## config.mk

```make
export PLATFORM = sky130hd
export DESIGN_NAME = calc_alu_seq
export DESIGN_NICKNAME = d
export VERILOG_FILES = /design/src/rtl/calc_alu_seq.sv
export SDC_FILE = /design/constraint.sdc
export NUM_CORES = 1
export LEC_CHECK = 0
export BUFFER_PORTS_ARGS = -buffer_cell sky130_fd_sc_hd__buf_4
export CORE_MARGIN = 2
export CORE_UTILIZATION = 52
export DETAILED_ROUTE_END_ITERATION = 16
export GPL_ROUTABILITY_DRIVEN = 0
export PLACE_DENSITY = 0.75
export SLEW_MARGIN = 20
export SYNTH_ARGS = -nofsm -noshare
export SYNTH_HDL_FRONTEND = slang
export SYNTH_SLANG_ARGS = --single-unit
```

## constraint.sdc

```tcl
create_clock -name clk -period 2.3 [get_ports clk]
set_input_delay 0.115 -clock clk [delete_from_list [all_inputs] [get_ports clk]]
set_output_delay 0.115 -clock clk [all_outputs]
set_load 0.02 [all_outputs]
```

## src/rtl/calc_alu_seq.sv

```systemverilog
// Multi-cycle calculator ALU: single-cycle add/sub/invalid, shift-add unsigned multiply
// with a start/busy/done handshake. Result and flags hold until the next completion.
module calc_alu_seq #(
  parameter int unsigned WIDTH = 4
) (
  input  logic               clk,
  input  logic               rst,
  input  logic               start,
  input  logic [1:0]         op,
  input  logic [WIDTH-1:0]   a,
  input  logic [WIDTH-1:0]   b,
  output logic               busy,
  output logic               done,
  output logic [2*WIDTH-1:0] result,
  output logic               carry,
  output logic               ovf,
  output logic               err
);

  localparam int unsigned CW = $clog2(WIDTH + 1);

  typedef enum logic [0:0] {StIdle, StMul} state_e;

  state_e state_q, state_d;

  logic [2*WIDTH-1:0] mcand_q, mcand_d, acc_q, acc_d, result_q, result_d, acc_sum;
  logic [WIDTH-1:0]   mplier_q, mplier_d;
  logic [CW-1:0]      cnt_q, cnt_d;
  logic               done_q, done_d, carry_q, carry_d, ovf_q, ovf_d, err_q, err_d;
  logic [WIDTH:0]     sum, diff;
  logic               last_step;

  // Extra top bit of sum/diff is carry-out for add and borrow for sub.
  assign sum       = {1'b0, a} + {1'b0, b};
  assign diff      = {1'b0, a} - {1'b0, b};
  assign acc_sum   = acc_q + (mplier_q[0] ? mcand_q : '0);
  assign last_step = (cnt_q == CW'(WIDTH - 1));

  always_ff @(posedge clk or posedge rst) begin
    if (rst) state_q <= StIdle;
    else     state_q <= state_d;
  end

  always_comb begin
    state_d = state_q;
    unique case (state_q)
      StIdle:  if (start && op == 2'b10) state_d = StMul;
      StMul:   if (last_step) state_d = StIdle;
      default: state_d = StIdle;
    endcase
  end

  always_comb begin
    mcand_d  = mcand_q;
    mplier_d = mplier_q;
    acc_d    = acc_q;
    cnt_d    = cnt_q;
    result_d = result_q;
    carry_d  = carry_q;
    ovf_d    = ovf_q;
    err_d    = err_q;
    done_d   = 1'b0;
    unique case (state_q)
      StIdle: begin
        if (start) begin
          unique case (op)
            2'b00: begin
              result_d = {{WIDTH{1'b0}}, sum[WIDTH-1:0]};
              carry_d  = sum[WIDTH];
              ovf_d    = (a[WIDTH-1] == b[WIDTH-1]) && (sum[WIDTH-1] != a[WIDTH-1]);
              err_d    = 1'b0;
              done_d   = 1'b1;
            end
            2'b01: begin
              result_d = {{WIDTH{1'b0}}, diff[WIDTH-1:0]};
              carry_d  = diff[WIDTH];
              ovf_d    = (a[WIDTH-1] != b[WIDTH-1]) && (diff[WIDTH-1] != a[WIDTH-1]);
              err_d    = 1'b0;
              done_d   = 1'b1;
            end
            2'b10: begin
              acc_d    = '0;
              mcand_d  = {{WIDTH{1'b0}}, a};
              mplier_d = b;
              cnt_d    = '0;
            end
            default: begin
              result_d = '0;
              carry_d  = 1'b0;
              ovf_d    = 1'b0;
              err_d    = 1'b1;
              done_d   = 1'b1;
            end
          endcase
        end
      end
      StMul: begin
        acc_d    = acc_sum;
        mcand_d  = mcand_q << 1;
        mplier_d = mplier_q >> 1;
        cnt_d    = cnt_q + 1'b1;
        // Fixed latency: no early exit when the multiplier runs out of ones.
        if (last_step) begin
          result_d = acc_sum;
          carry_d  = 1'b0;
          ovf_d    = |acc_sum[2*WIDTH-1:WIDTH];
          err_d    = 1'b0;
          done_d   = 1'b1;
        end
      end
      default: ;
    endcase
  end

  always_ff @(posedge clk or posedge rst) begin
    if (rst) begin
      mcand_q  <= '0;
      mplier_q <= '0;
      acc_q    <= '0;
      cnt_q    <= '0;
      result_q <= '0;
      carry_q  <= 1'b0;
      ovf_q    <= 1'b0;
      err_q    <= 1'b0;
      done_q   <= 1'b0;
    end else begin
      mcand_q  <= mcand_d;
      mplier_q <= mplier_d;
      acc_q    <= acc_d;
      cnt_q    <= cnt_d;
      result_q <= result_d;
      carry_q  <= carry_d;
      ovf_q    <= ovf_d;
      err_q    <= err_d;
      done_q   <= done_d;
    end
  end

  always_comb begin
    busy   = (state_q == StMul);
    done   = done_q;
    result = result_q;
    carry  = carry_q;
    ovf    = ovf_q;
    err    = err_q;
  end

endmodule

```

* After elaboration in Yosys (flattened, before gate mapping)
Index checks and enable logic that the tools add are counted.
** Cells by class
- Add/sub/neg operators :: 4
- Equality and inequality tests :: 11
- Muxes and demuxes :: 35
- Bitwise logic cells :: 1
- Reduce and logical (&&, ||, !) cells :: 8
** Operators with widths (count)
- $mux W8 :: 7
- $pmux W8 S2 :: 3
- $pmux W8 S3 :: 1
- $pmux W1 S2 :: 6
- $mux W1 :: 10
- $add A8 B8 Y8 :: 1
- $mux W4 :: 2
- $pmux W4 S2 :: 1
- $mux W3 :: 2
- $ne A2 B2 Y1 const B :: 3
- $pmux W1 S3 :: 2
- $pmux W3 S2 :: 1
- $add A4 B4 Y5 :: 1
- $sub A4 B4 Y5 :: 1
- $reduce_or A4 Y1 :: 1
- $add A3 B1 Y3 const B :: 1
- $eq A3 B2 Y1 const B :: 1
- $logic_and A1 B1 Y1 :: 3
- $ne A1 B1 Y1 :: 3
- $reduce_and A3 Y1 :: 1
- $eq A2 B1 Y1 const B :: 1
- $eq A2 B2 Y1 const B :: 1
- $logic_not A2 Y1 :: 1
- $ne A2 B1 Y1 const B :: 1
- other kinds (4) :: 4
** Storage, ports and cells
- Register bits after elaboration :: 36
- Input bits :: 13
- Output and inout bits :: 13
- Word-level logic and storage cells :: 69

* Depth between registers and ports, before layout
Gate-level depths: netlist of run 1.
- Word-level depth :: 6
- Mapped depth :: 8
- Depth with buffers taken out :: 8

* Worst setup path after synthesis of run 1
OpenSTA, ideal clock, no wires.
- Kind :: register -> register
- Start :: register mplier_q[0]
- End :: register ovf_q (netlist: ovf)
- Arrival :: 2.057 ns
- Setup slack :: 0.112 ns
- Cell stages (with the launch flop) :: 9
- Path buffers :: 0
- Clock period less this slack :: 2.188 ns
- Path through :: dfrtp_1 -> and2_1 -> ha_1 -> fa_1 -> a211oi_1 -> or4_1 -> nand3_1 -> nor4_1 -> a31oi_1
** Between the ends
- Word-level cells in the longest chain between the ends :: 5
** RTL lines
- start, declared :: RTL line 27 : logic [WIDTH-1:0] mplier_q, mplier_d;
- start signal, assigned :: RTL line 128 : mplier_q <= mplier_d;
- $mux W8 :: RTL line 36 : assign acc_sum = acc_q + (mplier_q[0] ? mcand_q : '0);
- $add A8 B8 Y8 :: RTL line 36
- $reduce_or A4 Y1 :: RTL line 106 : ovf_d = |acc_sum[2*WIDTH-1:WIDTH];
- $mux W1 :: RTL line 103 : if (last_step) begin
- $pmux W1 S2 :: RTL line 63 : unique case (state_q)
- end signal, assigned :: RTL line 133 : ovf_q <= ovf_d;
- end, declared :: RTL line 29 : logic done_q, done_d, carry_q, carry_d, ovf_q, ovf_d, err_q, err_d;
No other way between the ends. The select of a mux whose other input is x is not followed.
A chain may end at the register's enable or synchronous reset.

* Worst setup path in the final report of run 1
- Start :: register mplier_q[0]
- End :: register result_q[6] (netlist: result[6])
** Between the ends
- Word-level cells in the longest chain between the ends :: 4
** RTL lines
- $mux W8 :: RTL line 36
- $add A8 B8 Y8 :: RTL line 36
- $mux W8 :: RTL line 103
- $pmux W8 S2 :: RTL line 63
- end signal, assigned :: RTL line 131 : result_q <= result_d;
- end, declared :: RTL line 26 : logic [2*WIDTH-1:0] mcand_q, mcand_d, acc_q, acc_d, result_q, result_d, acc_sum;
No other way between the ends. The select of a mux whose other input is x is not followed.

==> results.txt, run 1 <==
Met1 Use GR = 0.317
Worst-path clk slew = 0.08 ns
Hold_sp = a[0]
Setup crit start kind = register
Starting Density = 0.551
Max-cap viol count = 0
Setup Slack @ Placement = 0.00164 ns
Area Growth Syn to Fin = 21.1%
Slew margin rel. = 0.626
Commonest non-fill, non-tap cells in the layout = dfrtp_1, buf_4, inv_1
Clock root cell = clkbuf_8
Yosys cell types = 53
HPWL after DPL = 3.79 mm
Cell taking the most area after synthesis = dfrtp_1
CP Class = register to register
Leak = 1.37 nW
Die Wd = 69.6 um
Layout cell share with drive strength beyond 1 = 0.285
WL final = 5.41 mm
Detailed-route DRC error count = 0
I/O Buffers = 25
FP Rows = 23
Final net count = 288
Total power draw = 3.23 mW
GR peak layer = met2
Main synth FF type = dfrtp_1
Worst Hold Path EP = mcand_q[0]
Ant. Diodes = 0
Run status = completed
R2r startpoint = mplier_q[0]
Syn nets = 253
CTS buffer count = 5
Core ar. = 0.00406 mm^2
WL per Instance = 17.7 um
Crit path time final = 2.25 ns
Number of enable flip-flop cells after synthesis = 0
DR vias/cell = 6.04
Gr usage total = 0.230
CP max stage cell = dfrtp_1
CP Cell Sequence = and2_1, ha_2, fa_2, a211oi_4, or4_1, nand3_2, buf_4, mux2_2
Final setup vio count = 0
Setup TNS = 0 ns
Clock Path Buffers = 2
Share of the synthesized area in the top cell type = 0.403
Via count of the routed design = 1848
R2r setup slk = 0.05 ns
CP delay by family, top = adder cells
CP Launch Point = mplier_q[0]
Syn_area_per_cell = 10.2 um^2
# IOs = 26
Post-synthesis register bit count = 36
Post-Syn Area = 0.00223 mm^2
Fin. Hold Viols = 0
Largest net degree at the start of global routing = 37
Vias in the first global route = 1757
Remaining Overflow, GRT = 0
Critical path capture point type = register
Worst endpoint required time = 2.49 ns
Synthesis Warnings = 0
Sequential-to-total area share from yosys stat = 0.403
Max Slew Vio Count = 0
Min-Delay Path Class = primary input to register
Initial antenna violation count = 0
TritonCTS clock tree = yes
Ys async rst share = 1.00
Actual slew at the worst max-slew pin = 0.562 ns
H-tree levels = 2
Clk_skew = 0.00774 ns
Die H = 69.6 um
WP data arrival = 2.45 ns
Met3 global-route usage = 0.0610
R2R Path End = result[6]
Pwr Density = 1190 mW/mm^2
Die ar. = 0.00484 mm^2
Global-route wire length before repair = 8.71 mm
Antenna-violating nets left = 0
Final worst slack = 0.0472 ns
First-pass DRT Iterations = 6
Synthesized instance count = 220
Initial DRC Count = 182
Maximum VDD drop = 0.676 mV
Largest cells by area after synthesis = dfrtp_1, ha_1, a22o_1
Later-pin clock latency in the skew report = 0.30 ns
Fmax = 0.444 GHz
CP peak stage delay = 0.40 ns
TritonCTS Sinks = 36
Grt met2 use = 0.335
Crit path depth = 8
Tcrit/Tclk final = 0.979
Worst reg2reg path depth = 8
Worst hold path stage count = 2
Buffers & Inverters on Critical Path = 1
Crit-path max FO = 4
## how the worst max path moves through the flow
stage,to
floorplan,ovf
global placement,ovf
detailed placement,ovf
CTS,ovf
global route,ovf
finish,result[6]
## cells by family (layout without fill, tap and decap cells)
kind of cell | count (synthesis) | after routing | synth area share
AND/OR/NAND/NOR | 62 | 62 | 0.157
buffers and inverters | 29 | 65 | 0.0616
adder cells (fa/ha/maj) | 20 | 20 | 0.122
multiplexers | 6 | 6 | 0.0291
AO/OA/AOI/OAI | 63 | 63 | 0.212
XOR/XNOR | 4 | 4 | 0.0157
flip-flops | 36 | 36 | 0.403
## routing by layer
metal,share of wire,vias up
met5,0,-
met4,0.030,0
met3,0.051,13
met1,0.45,904
li1,-,876
met2,0.47,55
## timing repair
| action | CTS | global route |
|---|---|---|
| pin swaps | 0 | 5 |
| setup endpoints to repair | 1 | 2 |
| resized for setup | 1 | 14 |
| buffers inserted | 0 | 1 |
| hold buffers | 1 | 0 |
| hold endpoints to repair | 36 | 0 |
## registers in the layout, summed over array words and instances, names as in the netlist
name	count
ovf	1
mcand_q	8
err	1
result	8
acc_q	8
done	1
busy	1
cnt_q	3
mplier_q	4
carry	1
## synth_stat cells, types with 2 or more instances
cell / instances
nand4_1: 2
a211oi_1: 3
fa_1: 3
mux2_2: 4
xor2_1: 2
o21ai_0: 8
nand3_1: 2
a21o_2: 2
xnor2_1: 2
a21oi_1: 12
ha_1: 17
nand3b_1: 2
nor4_1: 2
o21a_1: 3
a222oi_1: 6
a21o_1: 5
buf_2: 3
nor3_1: 5
and3_2: 2
and2_1: 7
inv_1: 20
nor2b_1: 5
a31oi_1: 3
buf_6: 2
nor2_1: 8
o21ai_2: 2
nand2_1: 15
dfrtp_1: 36
clkbuf_1: 3
a22o_1: 9
mux2i_1: 2
or3_1: 2
## final cells by class
type,count,area [um^2]
inverter,20,75.1
timing repair buffer,37,280
multi-input combinational,155,1260
tap,50,62.6
sequential,36,901
clock buffer,7,96.3
clock inverter,1,30.0
fill,315,1350
## power breakdown
part           internal, mW  total, mW  switching (mW)
clock network         0.383      0.620           0.237
logic                 0.691       1.52           0.824
registers             0.884       1.10           0.211
## stage by stage
stage	instances	cell area [um^2]	hold WS, ns	utilization
6_report	306	2710	0.0593	0.667
4_1_cts	305	2640	0.0549	0.650
3_5_place_dp	296	2500	0.255	0.615
3_3_place_gp	296	2500	0.250	0.615
5_1_grt	306	2710	0.0561	0.667
2_1_floorplan	220	2230	0.240	-
Power figures use the tool's default switching activity.
==> inputs of run 2 (changes only) <==
--- a/config.mk
+++ b/config.mk
@@ -5,12 +5,14 @@
 export SDC_FILE = /design/constraint.sdc
 export NUM_CORES = 1
 export LEC_CHECK = 0
+export ABC_AREA = 1
 export BUFFER_PORTS_ARGS = -buffer_cell sky130_fd_sc_hd__buf_4
 export CORE_MARGIN = 2
 export CORE_UTILIZATION = 52
 export DETAILED_ROUTE_END_ITERATION = 16
 export GPL_ROUTABILITY_DRIVEN = 0
 export PLACE_DENSITY = 0.75
+export RECOVER_POWER = 50
 export SLEW_MARGIN = 20
 export SYNTH_ARGS = -nofsm -noshare
 export SYNTH_HDL_FRONTEND = slang
==> results.txt, run 2 <==
Main synth FF type = dfrtp_1
Later-pin clock latency in the skew report = 0.28 ns
Most frequent cell on the critical path = nand2_1
Buffers & Inverters on Critical Path = 2
Cell taking the most area after synthesis = dfrtp_1
Remaining Overflow, GRT = 0
Clock Path Buffers = 2
CP Launch Point = mplier_q[0]
Simple-gate share of the synthesized area = 0.255
Initial antenna violation count = 0
Setup crit start kind = register
Hold_sp = op[1]
Initial DRC Count = 116
Slew margin rel. = 0.404
Tcrit/Tclk final = 0.903
Share of the synthesized area in the top cell type = 0.400
Worst endpoint required time = 2.48 ns
Post-synthesis register bit count = 36
Total power draw = 2.65 mW
Most frequent cell after synthesis = nand2_1
Clock share of power = 0.180
WL final = 4.59 mm
CTS buffer count = 5
Int Power = 1.56 mW
Post-synth top cells = nand2_1, inv_1, dfrtp_1
Detailed-route DRC error count = 0
HPWL after DPL = 3.50 mm
DR vias/cell = 5.17
Reg power frac = 0.386
End-of-flow core utilization = 0.628
CP Cell Sequence = nand2_1, inv_1, ha_1, fa_1, nand2_1, nand2_1, or2_1, nand3_1, nand2_1, nor2_1, nand3_1, nand2_1, inv_1
R2r startpoint = mplier_q[0]
Clock root cell = clkbuf_8
Crit-path max FO = 9
Final net count = 352
Xor and xnor area share after synthesis = 0.00778
Antenna-violating nets left = 0
Number of enable flip-flop cells after synthesis = 0
Synthesized instance count = 288
Vias in the first global route = 1774
Layout cell share with drive strength beyond 1 = 0.122
Largest net degree at the start of global routing = 37
CP Class = register to register
CP peak stage delay = 0.46 ns
Most common cell after layout, fill and taps aside = nand2_1
Setup Slack @ Placement = 0.209 ns
Gr usage total = 0.205
Run status = completed
Commonest non-fill, non-tap cells in the layout = nand2_1, inv_1, dfrtp_1
Synthesis Warnings = 0
CP delay by family, top = simple AND/OR/NAND/NOR gates
Die ar. = 0.00487 mm^2
Syn_area_per_cell = 7.82 um^2
WL per Instance = 12.4 um
Fin. Hold Viols = 0
Syn nets = 321
I/O Buffers = 25
Final setup vio count = 0
Proportion of power drawn by combinational gates = 0.434
Critical path capture point type = register
H-tree levels = 2
Leak = 1.46 nW
TritonCTS Sinks = 36
Ys async rst share = 1.00
Setup TNS = 0 ns
Min-Delay Path Class = primary input to register
Core ar. = 0.00409 mm^2
Dpl cell area = 0.00249 mm^2
Post-synthesis adder-cell area fraction = 0.121
Via count of the routed design = 1909
R2r setup slk = 0.22 ns
Sw power = 1.09 mW
Post-CTS setup buffers = 0
WP data arrival = 2.26 ns
Sequential-to-total area share from yosys stat = 0.400
Clk_skew = 0.00606 ns
Area Growth Syn to Fin = 14.1%
Final Instance Count excl. Fillers = 369
Die Wd = 69.8 um
Fin area = 0.00257 mm^2
RSZ-0062 raised after global routing = no
# IOs = 26
Fmax = 0.481 GHz
Die H = 69.8 um
Largest family of logic cells by synthesized area = simple AND/OR/NAND/NOR gates
Fin Hold WS = 0.0799 ns
Multiplexer area fraction after synthesis = 0
FP Rows = 23
Max-cap viol count = 0
Ant. Diodes = 0
TritonCTS clock tree = yes
Pwr Density = 1030 mW/mm^2
Global-route wire length before repair = 7.95 mm
Switching share of power = 0.411
Worst-path clk slew = 0.07 ns
Final worst slack = 0.223 ns
Actual slew at the worst max-slew pin = 0.893 ns
Yosys cell types = 32
Synth Area in Compound Gates = 0.112
Crit path time final = 2.08 ns
Maximum VDD drop = 0.545 mV
Dpl cells = 361
Post-Syn Area = 0.00225 mm^2
First-pass DRT Iterations = 4
Largest cells by area after synthesis = dfrtp_1, nand2_1, ha_1
Max Slew Vio Count = 0
CP max stage cell = dfrtp_2
Starting Density = 0.551
run 2: kinds of logic after synthesis:
| logic type | count (synthesis) |
|---|---|
| AND/OR/NAND/NOR | 133 |
| AO/OA/AOI/OAI | 41 |
| flip-flops | 36 |
| buffers and inverters | 56 |
| XOR/XNOR | 2 |
| adder cells (fa/ha/maj) | 20 |
run 2: path summary, 6_finish.rpt:
check	endpoint	cells after the start
min in group asynchronous	acc_q[5]	4
max reg2reg	ovf	13
max in group asynchronous	mplier_q[0]	4
min reg2reg	err	2
max	ovf	13
min	err	3
run 2: timing repair:
item                                    in CTS  in global routing
endpoints found under the hold margin       36                  0
hold buffers                                 1                  0
endpoints found under the setup margin       0                  1
resized for setup                            0                  1
run 2: final cells by class:
| class | instances | area [um^2] |
|---|---|---|
| Sequential cell | 36 | 902 |
| Fill cell | 378 | 1520 |
| Timing Repair Buffer | 30 | 199 |
| Clock buffer | 7 | 96.3 |
| Inverter | 50 | 190 |
| Tap cell | 50 | 62.6 |
| Multi-Input combinational cell | 196 | 1120 |
run 2: worst min-delay path: cells and delay by family:
| kind | cells | cell delay [ns] |
|---|---|---|
| AND/OR/NAND/NOR | 2 | 0.11 |
| buffers and inverters | 1 | 0.10 |
run 2: routing by layer:
metal,track usage,routed length [um]
met5,0,0
met2,0.343,2150
met3,0.0392,205
met1,0.264,2160
met4,0.0748,69
run 2: power groups by stage:
stage / Combinational, mW / Sequential, mW / Clock [mW]
floorplan: 0.743 / 1.12 / 0
detailed placement: 1.20 / 1.03 / 0
finish: 1.15 / 1.03 / 0.478
global placement: 1.18 / 1.03 / 0
global route: 1.30 / 1.06 / 0.508
CTS: 1.21 / 1.02 / 0.490
